### config.mk
export PLATFORM = sky130hd
export DESIGN_NAME = ft600_rx_ctrl
export DESIGN_NICKNAME = d
export VERILOG_FILES = /design/src/rtl/ft600_rx_ctrl.sv
export SDC_FILE = /design/constraint.sdc
export NUM_CORES = 1
export LEC_CHECK = 0
export BUFFER_PORTS_ARGS = -buffer_cell sky130_fd_sc_hd__buf_4
export CORE_ASPECT_RATIO = 1.75
export CORE_MARGIN = 1
export CORE_UTILIZATION = 30
export DETAILED_ROUTE_END_ITERATION = 10
export GPL_TIMING_DRIVEN = 0
export PLACE_DENSITY = 0.46
export RECOVER_POWER = 25
export REMOVE_ABC_BUFFERS = 1
export SYNTH_ARGS = -nofsm -noshare
export SYNTH_HDL_FRONTEND = slang
export SYNTH_SLANG_ARGS = --single-unit
### constraint.sdc
create_clock -name w_clk -period 7.2 [get_ports w_clk]
set_clock_uncertainty 0.1 [all_clocks]
set_input_delay 1.8 -clock w_clk [delete_from_list [all_inputs] [get_ports w_clk]]
set_output_delay 1.8 -clock w_clk [all_outputs]
set_load 0.02 [all_outputs]
### src/rtl/ft600_rx_ctrl.sv
// FT600 245-mode receive controller: bursts words off the FT600 bus into a skid buffer and drains them into an async FIFO write port.
// Capture-to-w_en is one cycle. Downstream w_full stalls the drain, and the burst stops while one skid slot is still free.
module ft600_rx_ctrl #(
  parameter int DATA_WIDTH = 16,
  parameter int SKID_DEPTH = 4
) (
  input  logic                  w_clk,
  input  logic                  rst,
  input  logic                  ft_rxf_n,
  input  logic [DATA_WIDTH-1:0] ft_data,
  output logic                  ft_oe_n,
  output logic                  ft_rd_n,
  output logic                  w_en,
  output logic [DATA_WIDTH-1:0] w_in,
  input  logic                  w_full,
  output logic [31:0]           rx_words
);

  localparam int PTR_W = $clog2(SKID_DEPTH);
  localparam int CNT_W = PTR_W + 1;
  localparam logic [CNT_W-1:0] ENTER_MAX = CNT_W'(SKID_DEPTH - 2);
  localparam logic [CNT_W-1:0] STOP_AT   = CNT_W'(SKID_DEPTH - 1);

  typedef enum logic [1:0] {
    ST_IDLE,
    ST_OE,
    ST_READ,
    ST_TURN
  } state_t;

  state_t                  state_q, state_d;
  logic                    oe_n_q, oe_n_d;
  logic                    rd_n_q, rd_n_d;
  logic [PTR_W-1:0]        wr_ptr_q, wr_ptr_d;
  logic [PTR_W-1:0]        rd_ptr_q, rd_ptr_d;
  logic [CNT_W-1:0]        cnt_q, cnt_d;
  logic [31:0]             rx_words_q, rx_words_d;
  logic [DATA_WIDTH-1:0]   skid_mem [SKID_DEPTH];

  logic push;
  logic pop;

  // Capture keys off the registered strobe the FT600 actually saw this cycle.
  assign push = !rd_n_q && !ft_rxf_n;
  assign pop  = (cnt_q != '0) && !w_full;

  always_comb begin
    wr_ptr_d   = wr_ptr_q;
    rd_ptr_d   = rd_ptr_q;
    cnt_d      = cnt_q;
    rx_words_d = rx_words_q;
    if (push) begin
      wr_ptr_d = wr_ptr_q + PTR_W'(1);
    end
    if (pop) begin
      rd_ptr_d   = rd_ptr_q + PTR_W'(1);
      rx_words_d = rx_words_q + 32'd1;
    end
    cnt_d = cnt_q + CNT_W'(push) - CNT_W'(pop);
  end

  always_comb begin
    state_d = state_q;
    case (state_q)
      ST_IDLE: begin
        if (!ft_rxf_n && (cnt_q <= ENTER_MAX)) begin
          state_d = ST_OE;
        end
      end
      ST_OE: begin
        state_d = ST_READ;
      end
      ST_READ: begin
        // Stopping at DEPTH-1 leaves room for the word already in flight.
        if (ft_rxf_n || (cnt_d >= STOP_AT)) begin
          state_d = ST_TURN;
        end
      end
      ST_TURN: begin
        state_d = ST_IDLE;
      end
      default: begin
        state_d = ST_IDLE;
      end
    endcase
    oe_n_d = !((state_d == ST_OE) || (state_d == ST_READ));
    rd_n_d = (state_d != ST_READ);
  end

  always_ff @(posedge w_clk) begin
    if (rst) begin
      state_q    <= ST_IDLE;
      oe_n_q     <= 1'b1;
      rd_n_q     <= 1'b1;
      wr_ptr_q   <= '0;
      rd_ptr_q   <= '0;
      cnt_q      <= '0;
      rx_words_q <= '0;
    end else begin
      state_q    <= state_d;
      oe_n_q     <= oe_n_d;
      rd_n_q     <= rd_n_d;
      wr_ptr_q   <= wr_ptr_d;
      rd_ptr_q   <= rd_ptr_d;
      cnt_q      <= cnt_d;
      rx_words_q <= rx_words_d;
    end
  end

  // Storage has no reset; validity is tracked entirely by cnt_q.
  always_ff @(posedge w_clk) begin
    if (!rst && push) begin
      skid_mem[wr_ptr_q] <= ft_data;
    end
  end

  assign ft_oe_n  = oe_n_q;
  assign ft_rd_n  = rd_n_q;
  assign w_en     = pop;
  assign w_in     = skid_mem[rd_ptr_q];
  assign rx_words = rx_words_q;

  a_no_overflow : assert property (@(posedge w_clk) disable iff (rst)
    !(push && !pop && (cnt_q == CNT_W'(SKID_DEPTH))));

endmodule
==> metrics.md, run 1 <==
| Metric | Value |
|---|---|
| TritonCTS clock tree | done |
| Setup Fix Bufs, Post-CTS | 0 |
| Sequential-to-total area share from yosys stat | 62.8% |
| Cell Rows | 58 |
| Slew @ Worst Pin | 1.18 ns |
| Critical Path AT | 2.57 ns |
| Slowest cell delay on critical path | 0.40 ns |
| Fin crit share | 62.1% |
| GPL Wtd Cong | 0.774 |
| Crit Path Max Fanout | 6 |
| Max layer used | met4 |
| Worst setup EP type | primary output |
| Synth cell types | 39 |
| Pre-Repair DR Iteration Count | 4 |
| Hold Violations, Final | 0 |
| WP data required | 5.30 ns |
| Final setup fails | 0 |
| ANT nets after route | 0 |
| Hpwl dp | 6.52 mm |
| Syn-to-layout area delta | 20.6% |
| H-tree depth | 3 |
| Mapped cell area | 0.00449 sq mm |
| Minimum clock period | 4.47 ns |
| Root buf cell | clkbuf_16 |
| Total grt overflow | 0 |
| Clock buffer depth | 2 |
| Commonest non-fill, non-tap cell in the layout | edfxtp_1 |
| CTS Buf Count | 9 |
| Met2 Wirelength | 5.09 mm |
| Ys flop type | edfxtp_1 |
| Peak supply drop | 0.000116 V |
| WL met3 | 430 microns |
| CTS Hold Bufs | 0 |
| Pwr Density | 288 mW/mm^2 |
| Maxcap violations | 0 |
| Worst setup SP type | input pin |
| Met1 WL | 3.79 mm |
| Pre-CTS WS | 2.40 ns |
| Crit path buffers/inverters | 2 |
| GRT Total Usage | 13.1% |
| Final Max Slew Viols | 0 |
| Hold Slack | 0.391 ns |
| Power, Total | 1.56 mW |
| Drt via density | 4.96 |
| RSZ-0062 raised after global routing | no |
| CORE AREA | 0.0145 sq mm |
| Avg Cell Area, Syn | 13.5 sq um |
| Fillers | 1471 |
| Fmax | 224 MHz |
| Number of synthesized flops with an enable pin | 64 |
| Die span in x | 94.5 microns |
| Worst Setup Path Type | input pin to primary output |
| Starting density of the core | 31.0% |
| Cts repair resizes | 0 |
| DR iter-0 viols | 76 |
| Remaining DRCs | 0 |
| Critical path cell sequence | buf_4, nor2_1, buf_4 |
| First-pass GRT wire length | 15.4 mm |
| FFs w/ async S/R, synth | 0% |
| Flops & latches, synth | 109 |
| Largest net degree at the start of global routing | 46 |
| Drt total wl | 9.40 mm |
| Final WS setup | 2.73 ns |
| Status | finished clean |
| Worst-skew pair later-pin latency | 0.34 ns |
| Cells after Synth | 332 |
| Die Height | 164 microns |
| Setup TNS | 0 ns |
| Die area | 0.0155 sq mm |
| Synthesis Warnings | 0 |
| Antenna violations before repair | 0 |
| Vias in the first global route | 3049 |
| Nets | 432 |
| Via count | 2902 |
| Clock slew at reported path FFs | 0.07 ns |
| Worst min path class | flop to flop |
| CP top delay family | simple AND/OR/NAND/NOR gates |
| Leakage | 1.82 nW |
| Slowest-stage cell, CP | nor2_1 |
| CP most frequent cell | buf_4 |
| IO Port Bufs | 70 |
| Clk sinks | 109 |
| Layout cell share with drive strength beyond 1 | 23.0% |
| Wire length per cell | 16.1 microns |
| Most frequent cells in the layout | 64 x edfxtp_1, 55 x buf_4, 45 x dfxtp_1 |
| Antenna Cells | 0 |
| I/O Pins | 71 |
| Worst slew margin | 21.5% |
==> state kept, by name, summed over array words and instances, names as in the netlist, named ones only <==
register,flops
skid_mem,64
rx_words,32
cnt_q,3
rd_ptr_q,2
state_q,2
wr_ptr_q,2
ft_oe_n,1
ft_rd_n,1
==> cell usage after synthesis, drive strengths merged, types with 2 or more instances <==
cell type | instances | share of area (%)
inv | 12 | 1.0
o31ai | 14 | 2.3
and3 | 2 | 0.31
nand2b | 3 | 0.42
nand2 | 15 | 1.3
edfxtp | 64 | 43
or4 | 15 | 2.5
xnor2 | 9 | 1.8
nor2 | 20 | 1.7
nor2b | 2 | 0.28
nand3 | 10 | 1.1
o21ai | 8 | 0.89
nor4 | 2 | 0.28
mux4 | 16 | 8.0
dfxtp | 45 | 20
and4 | 7 | 1.4
a21oi | 23 | 2.6
buf | 4 | 0.45
xor2 | 5 | 0.97
ha | 11 | 3.1
or3 | 9 | 1.4
nor3b | 3 | 0.50
nor3 | 2 | 0.33
nand4 | 9 | 1.5
and2 | 5 | 0.70
nand4b | 2 | 0.39
clkbuf | 9 | 0.75
==> cells by family (layout without fill, tap and decap cells) <==
| group | count (synthesis) | in the layout | synth area share (%) |
|---|---|---|---|
| buffers and inverters | 25 | 98 | 2.20 |
| adder cells (fa/ha/maj) | 12 | 12 | 3.51 |
| AO/OA/AOI/OAI | 48 | 48 | 6.35 |
| multiplexers | 16 | 16 | 8.02 |
| XOR/XNOR | 14 | 14 | 2.73 |
| flip-flops | 109 | 109 | 62.8 |
| AND/OR/NAND/NOR | 108 | 108 | 14.4 |
==> tightest hold or removal path, delay by kind of cell (launching register included) <==
family          cells  cell delay (ns)
compound gates      2             0.13
flops               1             0.32
==> metrics by stage <==
stage / instance area [sq um] / std cells / util [%]
finish: 5420 / 585 / 37.3
global route: 5420 / 585 / 37.3
CTS: 5480 / 585 / 37.7
detailed placement: 5190 / 569 / 35.8
global placement: 5190 / 569 / 35.8
floorplan: 4440 / 319 / -
==> worst paths after layout <==
kind / start / endpoint / slack [ns] / depth (start not counted)
min reg2reg: rx_words[31] / rx_words[31] / 0.39 / 2
min: rx_words[31] / rx_words[31] / 0.39 / 2
max reg2reg: cnt_q[1] / ft_oe_n / 3.73 / 12
max: w_full / w_en / 2.73 / 3
==> per-layer routing <==
layer / vias to the layer above / GRT usage (%)
li1: 1406 / -
met1: 1430 / 14.3
met2: 58 / 24.0
met3: 8 / 3.15
met4: 0 / 4.96
met5: - / 0
==> where the power goes <==
| group | total (mW) | internal [mW] | switching [mW] |
|---|---|---|---|
| Clock | 0.481 | 0.243 | 0.238 |
| Sequential | 0.745 | 0.694 | 0.0515 |
| Combinational | 0.336 | 0.169 | 0.167 |
==> layout make-up <==
| type | instances | area [sq um] | area share, % |
|---|---|---|---|
| clock buffers | 9 | 225 | 4.16 |
| clock inverters | 7 | 61.3 | 1.13 |
| well taps | 180 | 225 | 4.16 |
| multi-input cells | 198 | 1570 | 29.0 |
| repair buffers | 70 | 469 | 8.66 |
| inverters | 12 | 45.0 | 0.831 |
| flip-flops and latches | 109 | 2820 | 52.1 |
Power figures use the tool's default switching activity.
==> inputs of run 2 (changes only) <==
--- a/config.mk
+++ b/config.mk
@@ -5,13 +5,14 @@
 export SDC_FILE = /design/constraint.sdc
 export NUM_CORES = 1
 export LEC_CHECK = 0
+export ABC_AREA = 1
 export BUFFER_PORTS_ARGS = -buffer_cell sky130_fd_sc_hd__buf_4
 export CORE_ASPECT_RATIO = 1.75
 export CORE_MARGIN = 1
 export CORE_UTILIZATION = 30
 export DETAILED_ROUTE_END_ITERATION = 10
 export GPL_TIMING_DRIVEN = 0
-export PLACE_DENSITY = 0.46
+export PLACE_DENSITY = 0.45
 export RECOVER_POWER = 25
 export REMOVE_ABC_BUFFERS = 1
 export SYNTH_ARGS = -nofsm -noshare
==> constraint.sdc (replaced) <==
create_clock -name w_clk -period 4.3 [get_ports w_clk]
set_clock_uncertainty 0.1 [all_clocks]
set_input_delay 1.075 -clock w_clk [delete_from_list [all_inputs] [get_ports w_clk]]
set_output_delay 1.075 -clock w_clk [all_outputs]
set_load 0.02 [all_outputs]
==> metrics.md, run 2 <==
| Metric | Value |
|---|---|
| Status | finished clean |
| Starting density of the core | 30.8% (-0.12 points) |
| Hpwl dp | 8.62 mm (+32%) |
| Fin cells | 787 (+35%) |
| Vias in the first global route | 3746 (+23%) |
| Setup Fix Bufs, Post-CTS | 0 (unchanged) |
| Remaining DRCs | 0 (unchanged) |
| GRT Total Usage | 14.8% (+1.7 points) |
| Clock share of power | 29.6% (-1.2 points) |
| Worst setup SP type | flop |
| Fillers | 1638 (+11%) |
| Synth cell types | 39 (unchanged) |
| Peak supply drop | 0.000180 V (+55%) |
| Die area | 0.0169 sq mm (+9.3%) |
| Pre-CTS WS | 0.527 ns (-1.87 ns) |
| Most frequent cells in the layout | 82 x nor2_1, 76 x nand2_1, 67 x inv_1 |
| Root buf cell | clkbuf_16 |
| Worst setup EP type | primary output |
| Slowest cell delay on critical path | 0.74 ns (+0.34 ns) |
| Clock slew at reported path FFs | 0.07 ns (about the same) |
| Sw Share | 32.0% (+2.8 points) |
| Slew @ Worst Pin | 0.953 ns (-0.223 ns) |
| Setup TNS | 0 ns (unchanged) |
| Dominant cell type by area after synthesis | edfxtp_1 |
| CORE AREA | 0.0160 sq mm (+9.9%) |
| Pre-Repair DR Iteration Count | 5 (+1) |
| Placed cells | 772 (+36%) |
| Count leader, synth | nor2_1 |
| CTS Buf Count | 9 (unchanged) |
| Drt total wl | 11.9 mm (+27%) |
| RSZ-0062 raised after global routing | no |
| Fin crit share | 81.4% |
| I/O Pins | 71 (unchanged) |
| Comb pwr share | 24.1% (+2.6 points) |
| H-tree depth | 3 (unchanged) |
| Die span in x | 98.8 microns (+4.5%) |
| Hold Crit Start | rx_words[4] |
| FFs w/ async S/R, synth | 0% (unchanged) |
| Internal cell power | 1.82 mW (+65%) |
| Flops & latches, synth | 109 (unchanged) |
| Final Max Slew Viols | 0 (unchanged) |
| Critical Path AT | 2.33 ns (-0.24 ns) |
| Finished Cell Area | 0.00595 sq mm (+9.7%) |
| ANT nets after route | 0 (unchanged) |
| Clock buffer depth | 2 (unchanged) |
| Largest net degree at the start of global routing | 34 (-26%) |
| Pwr Density | 451 mW/mm^2 (+56%) |
| WP data required | 3.12 ns (-2.18 ns) |
| Max reg flops | 64 (unchanged) |
| Wire length per cell | 15.1 microns (-5.9%) |
| Worst slew margin | 36.4% (+15 points) |
| Leakage | 2.34 nW (+29%) |
| Fmax | 286 MHz |
| Final WS setup | 0.798 ns (-1.93 ns) |
| Avg Cell Area, Syn | 9.42 sq um (-30%) |
| Syn-to-layout area delta | 20.9% |
| Clk sinks | 109 (unchanged) |
| Antenna violations before repair | 0 (unchanged) |
| Synthesis Warnings | 0 (unchanged) |
| DR iter-0 viols | 116 (+53%) |
| CP top delay family | buffers and inverters |
| Worst Setup Path Type | flop to primary output |
| Minimum clock period | 3.50 ns |
| Hold Violations, Final | 0 (unchanged) |
| Number of synthesized flops with an enable pin | 64 (unchanged) |
| Ys flop type | edfxtp_1 |
| Worst min path class | flop to flop |
| R2r setup slk | 1.26 ns (-2.47 ns) |
| Drt via density | 4.73 (-4.6%) |
| TritonCTS clock tree | done |
| Top cells by area, synth | edfxtp_1 39%, dfxtp_1 18%, nor2_1 6.6%, nand2_1 5.8%, inv_1 5.1% |
| Die Height | 171 microns (+4.6%) |
| Commonest cells in the netlist | 86 x nor2_1, 76 x nand2_1, 67 x inv_1 |
| Placed Area | 0.00572 sq mm (+10%) |
| Cells after Synth | 522 (+57%) |
| GPL Wtd Cong | 0.787 (+1.7%) |
| Layout cell share with drive strength beyond 1 | 19.4% (-3.6 points) |
| IO Port Bufs | 70 (unchanged) |
| Area of the multi-input gates | 0.00178 sq mm (+13%) |
| Crit Path Max Fanout | 33 (+27) |
| Commonest non-fill, non-tap cell in the layout | nor2_1 |
| Total grt overflow | 0 (unchanged) |
| First-pass GRT wire length | 19.1 mm (+24%) |
| Switching power | 0.858 mW (+88%) |
| Via count | 3726 (+28%) |
| Critical path cell sequence | inv_1, o21ai_0, o22ai_1, buf_4 |
| Worst-skew pair later-pin latency | 0.34 ns (about the same) |
| Cell Rows | 61 (+5.2%) |
| Worst R2R Start | cnt_q[1] |
| Mapped cell area | 0.00492 sq mm (+9.5%) |
| Sequential-to-total area share from yosys stat | 57.4% (-5.4 points) |
| Crit path buffers/inverters | 2 (unchanged) |
| Nets | 626 (+45%) |
| Antenna Cells | 0 (unchanged) |
| Maxcap violations | 0 (unchanged) |
| Sequential Area | 0.00282 sq mm (about the same) |
| Cts repair resizes | 0 (unchanged) |
| CTS Hold Bufs | 0 (unchanged) |
| Final setup fails | 0 (unchanged) |
| Biggest register | skid_mem |
| Slowest-stage cell, CP | dfxtp_2 |
| Post-synth top area share | 39.1% (-3.7 points) |
| Flop pwr share | 46.3% (-1.4 points) |
-- run 2: worst register-to-register path: stages (launching register included) --
cell,delay (ns)
dfxtp_1,0.40
inv_2,0.09
a21oi_4,0.32
ha_1,0.29
inv_1,0.06
ha_1,0.14
inv_1,0.05
fa_1,0.47
o211ai_1,0.21
nand2_1,0.07
o21a_1,0.19
ha_1,0.28
or2_2,0.27
-- run 2: power groups by stage --
stage	logic [mW]	clock network (mW)	registers, mW
2_1_floorplan	0.408	0	1.26
3_5_place_dp	0.665	0	1.27
5_1_grt	0.738	0.853	1.26
6_report	0.647	0.793	1.24
4_1_cts	0.669	0.826	1.24
3_3_place_gp	0.642	0	1.26
-- run 2: final timing paths --
kind | end | cells past startpoint
hold / removal | rx_words[4] | 2
setup / recovery | w_in[10] | 4
setup reg to reg | ft_oe_n | 12
hold reg to reg | rx_words[4] | 2
-- run 2: cell type report --
type                            count  area share, %
Clock buffer                        9           3.79
Clock inverter                      6          0.947
Inverter                           71           4.48
Multi-Input combinational cell    329           30.0
Sequential cell                   109           47.5
Tap cell                          189           3.98
Timing Repair Buffer               74           9.32
-- run 2: logic make-up after synthesis --
kind of cell | count (synthesis) | synth area share (%)
AND/OR/NAND/NOR | 226 | 22.2
flip-flops | 109 | 57.4
AO/OA/AOI/OAI | 88 | 10.1
buffers and inverters | 84 | 6.59
adder cells (fa/ha/maj) | 12 | 3.20
XOR/XNOR | 3 | 0.534
-- run 2: through the flow --
step / utilization [%] / hold slack, ns / total power, mW
detailed placement: 35.9 / 0.373 / 1.93
global placement: 35.3 / 0.353 / 1.91
global route: 37.3 / 0.413 / 2.85
finish: 37.3 / 0.374 / 2.68
CTS: 37.6 / 0.385 / 2.74
floorplan: - / 0.383 / 1.67
-- run 2: metal layers --
metal	share of wire, %	GRT usage (%)
met1	39	15.1
met2	55	28.9
met3	4.2	3.13
met4	2.4	5.97
met5	0	0
==> inputs of run 3 (changes only) <==
==> constraint.sdc (replaced) <==
create_clock -name w_clk -period 3.48 [get_ports w_clk]
set_clock_uncertainty 0.1 [all_clocks]
set_input_delay 0.87 -clock w_clk [delete_from_list [all_inputs] [get_ports w_clk]]
set_output_delay 0.87 -clock w_clk [all_outputs]
set_load 0.02 [all_outputs]
==> metrics.md, run 3 (same netlist as run 2, synthesis figures left out) <==
| Metric | Value |
|---|---|
| Biggest register | skid_mem |
| Crit path buffers/inverters | 2 (unchanged) |
| Worst Setup Path Type | flop to primary output |
| Power, Total | 3.32 mW (+24%) |
| Commonest non-fill, non-tap cell in the layout | nor2_1 |
| Worst slew margin | 40.6% (+4.2 points) |
| Layout cell share with drive strength beyond 1 | 19.7% (+0.30 points) |
| Slowest cell delay on critical path | 0.78 ns (+0.04 ns) |
| Finished Core Util | 37.3% (+0.071 points) |
| Minimum clock period | 3.19 ns |
| DR iter-0 viols | 122 (+5.2%) |
| Status | finished clean |
| TritonCTS clock tree | done |
| Cell Rows | 61 (unchanged) |
| Met1 WL | 4.63 mm (+1.0%) |
| Pre-CTS WS | -0.0875 ns (-0.615 ns) |
| Slew @ Worst Pin | 0.889 ns (-0.0631 ns) |
| Most frequent cells in the layout | 82 x nor2_1, 76 x nand2_1, 66 x inv_1 |
| Drt total wl | 12.1 mm (+1.6%) |
| Worst setup EP type | primary output |
| Nets | 627 (+0.16%) |
| Wire length per cell | 15.3 microns (+1.5%) |
| CP top delay family | flip-flops |
| Syn-to-layout area delta | 21.1% |
| CTS Hold Bufs | 0 (unchanged) |
| Antenna Cells | 0 (unchanged) |
| Vias in the first global route | 3746 (unchanged) |
| Worst setup SP type | flop |
| I/O Pins | 71 (unchanged) |
| Starting density of the core | 30.8% (unchanged) |
| RSZ-0062 raised after global routing | no |
| Fmax | 314 MHz |
| WL met3 | 492 microns (-0.61%) |
| WP data required | 2.51 ns (-0.61 ns) |
| Final WS setup | 0.295 ns (-0.503 ns) |
| Drt via density | 4.74 (about the same) |
| Crit Path Max Fanout | 34 (+3.0%) |
| Fin crit share | 91.5% |
| Die Height | 171 microns (unchanged) |
| CTS Buf Count | 9 (unchanged) |
| IO Port Bufs | 70 (unchanged) |
| Worst min path class | flop to flop |
| Max layer used | met4 |
| Clock slew at reported path FFs | 0.07 ns (about the same) |
| Slowest-stage cell, CP | dfxtp_2 |
| Die area | 0.0169 sq mm (unchanged) |
| Hold Slack | 0.374 ns (+0.000389 ns) |
| Final Max Slew Viols | 0 (unchanged) |
| Final setup fails | 0 (unchanged) |
| Placed cells | 772 (unchanged) |
| Root buf cell | clkbuf_16 |
| Worst-skew pair later-pin latency | 0.34 ns (about the same) |
| CORE AREA | 0.0160 sq mm (unchanged) |
| Critical Path AT | 2.22 ns (-0.11 ns) |
| H-tree depth | 3 (unchanged) |
| Critical path cell sequence | clkinvlp_4, o21ai_0, o22ai_1, buf_4 |
| GPL Wtd Cong | 0.787 (unchanged) |
| Peak supply drop | 0.000223 V (+24%) |
| ANT nets after route | 0 (unchanged) |
| Antenna violations before repair | 0 (unchanged) |
| Fin cells | 788 (+0.13%) |
| Largest net degree at the start of global routing | 34 (unchanged) |
| Die span in x | 98.8 microns (unchanged) |
| GRT Total Usage | 14.8% (unchanged) |
| Via count | 3732 (+0.16%) |
| Total grt overflow | 0 (unchanged) |
| Maxcap violations | 0 (unchanged) |
| Hold Violations, Final | 0 (unchanged) |
| Hpwl dp | 8.62 mm (unchanged) |
| Remaining DRCs | 0 (unchanged) |
| Clk sinks | 109 (unchanged) |
| Pwr Density | 558 mW/mm^2 (+24%) |
| Leakage | 2.34 nW (about the same) |
| Pre-Repair DR Iteration Count | 4 (-1) |
| First-pass GRT wire length | 19.1 mm (unchanged) |
| Setup Fix Bufs, Post-CTS | 0 (unchanged) |
| Met2 Wirelength | 6.67 mm (+2.2%) |
| Clock buffer depth | 2 (unchanged) |
| Max reg flops | 64 (unchanged) |
[run 3: final timing paths]
check | end | start | slack, ns | cells after the start
hold reg to reg | rx_words[4] | rx_words[4] | 0.37 | 2
setup reg to reg | ft_oe_n | cnt_q[1] | 0.44 | 12
hold / removal | rx_words[4] | rx_words[4] | 0.37 | 2
setup / recovery | w_in[11] | flop | 0.29 | 4
[run 3: metrics by stage]
| stage | TNS (ns) | cell area, sq um |
|---|---|---|
| after CTS | 0 | 6000 |
| after detailed placement | -1.08 | 5720 |
| after global routing | 0 | 5960 |
| after floorplan | 0 | 4860 |
| after global placement | -30.14 | 5620 |
| final | 0 | 5960 |
[run 3: worst min-delay path, cell delays in order, from the launching register on]
cell and delay, ns:
dfxtp_1 0.33, inv_1 0.05, a21oi_1 0.05
[run 3: where the power goes]
part | switching [mW] | internal [mW] | total (mW)
registers | 0.0923 | 1.44 | 1.54
clock network | 0.483 | 0.496 | 0.979
logic | 0.495 | 0.315 | 0.810
[run 3: what timing repair did]
item,4_1_cts,5_1_grt
cloned,0,1
gates resized for setup,1,2
endpoints found under the setup margin,16,16
pin swaps,0,0
[run 3: final cells by class]
class | instances | area, sq um
timing repair buffer | 74 | 554
clock inverter | 6 | 56.3
sequential | 109 | 2820
multi-input combinational | 329 | 1780
timing repair inverter | 1 | 7.51
tap | 189 | 236
clock buffer | 9 | 225
fill | 1637 | 9990
inverter | 71 | 270
[run 3: layer usage]
layer	vias to the layer above	track usage, %
met4	0	5.97
met1	1751	15.1
met5	-	0
met3	17	3.13
met2	84	28.9
li1	1880	-
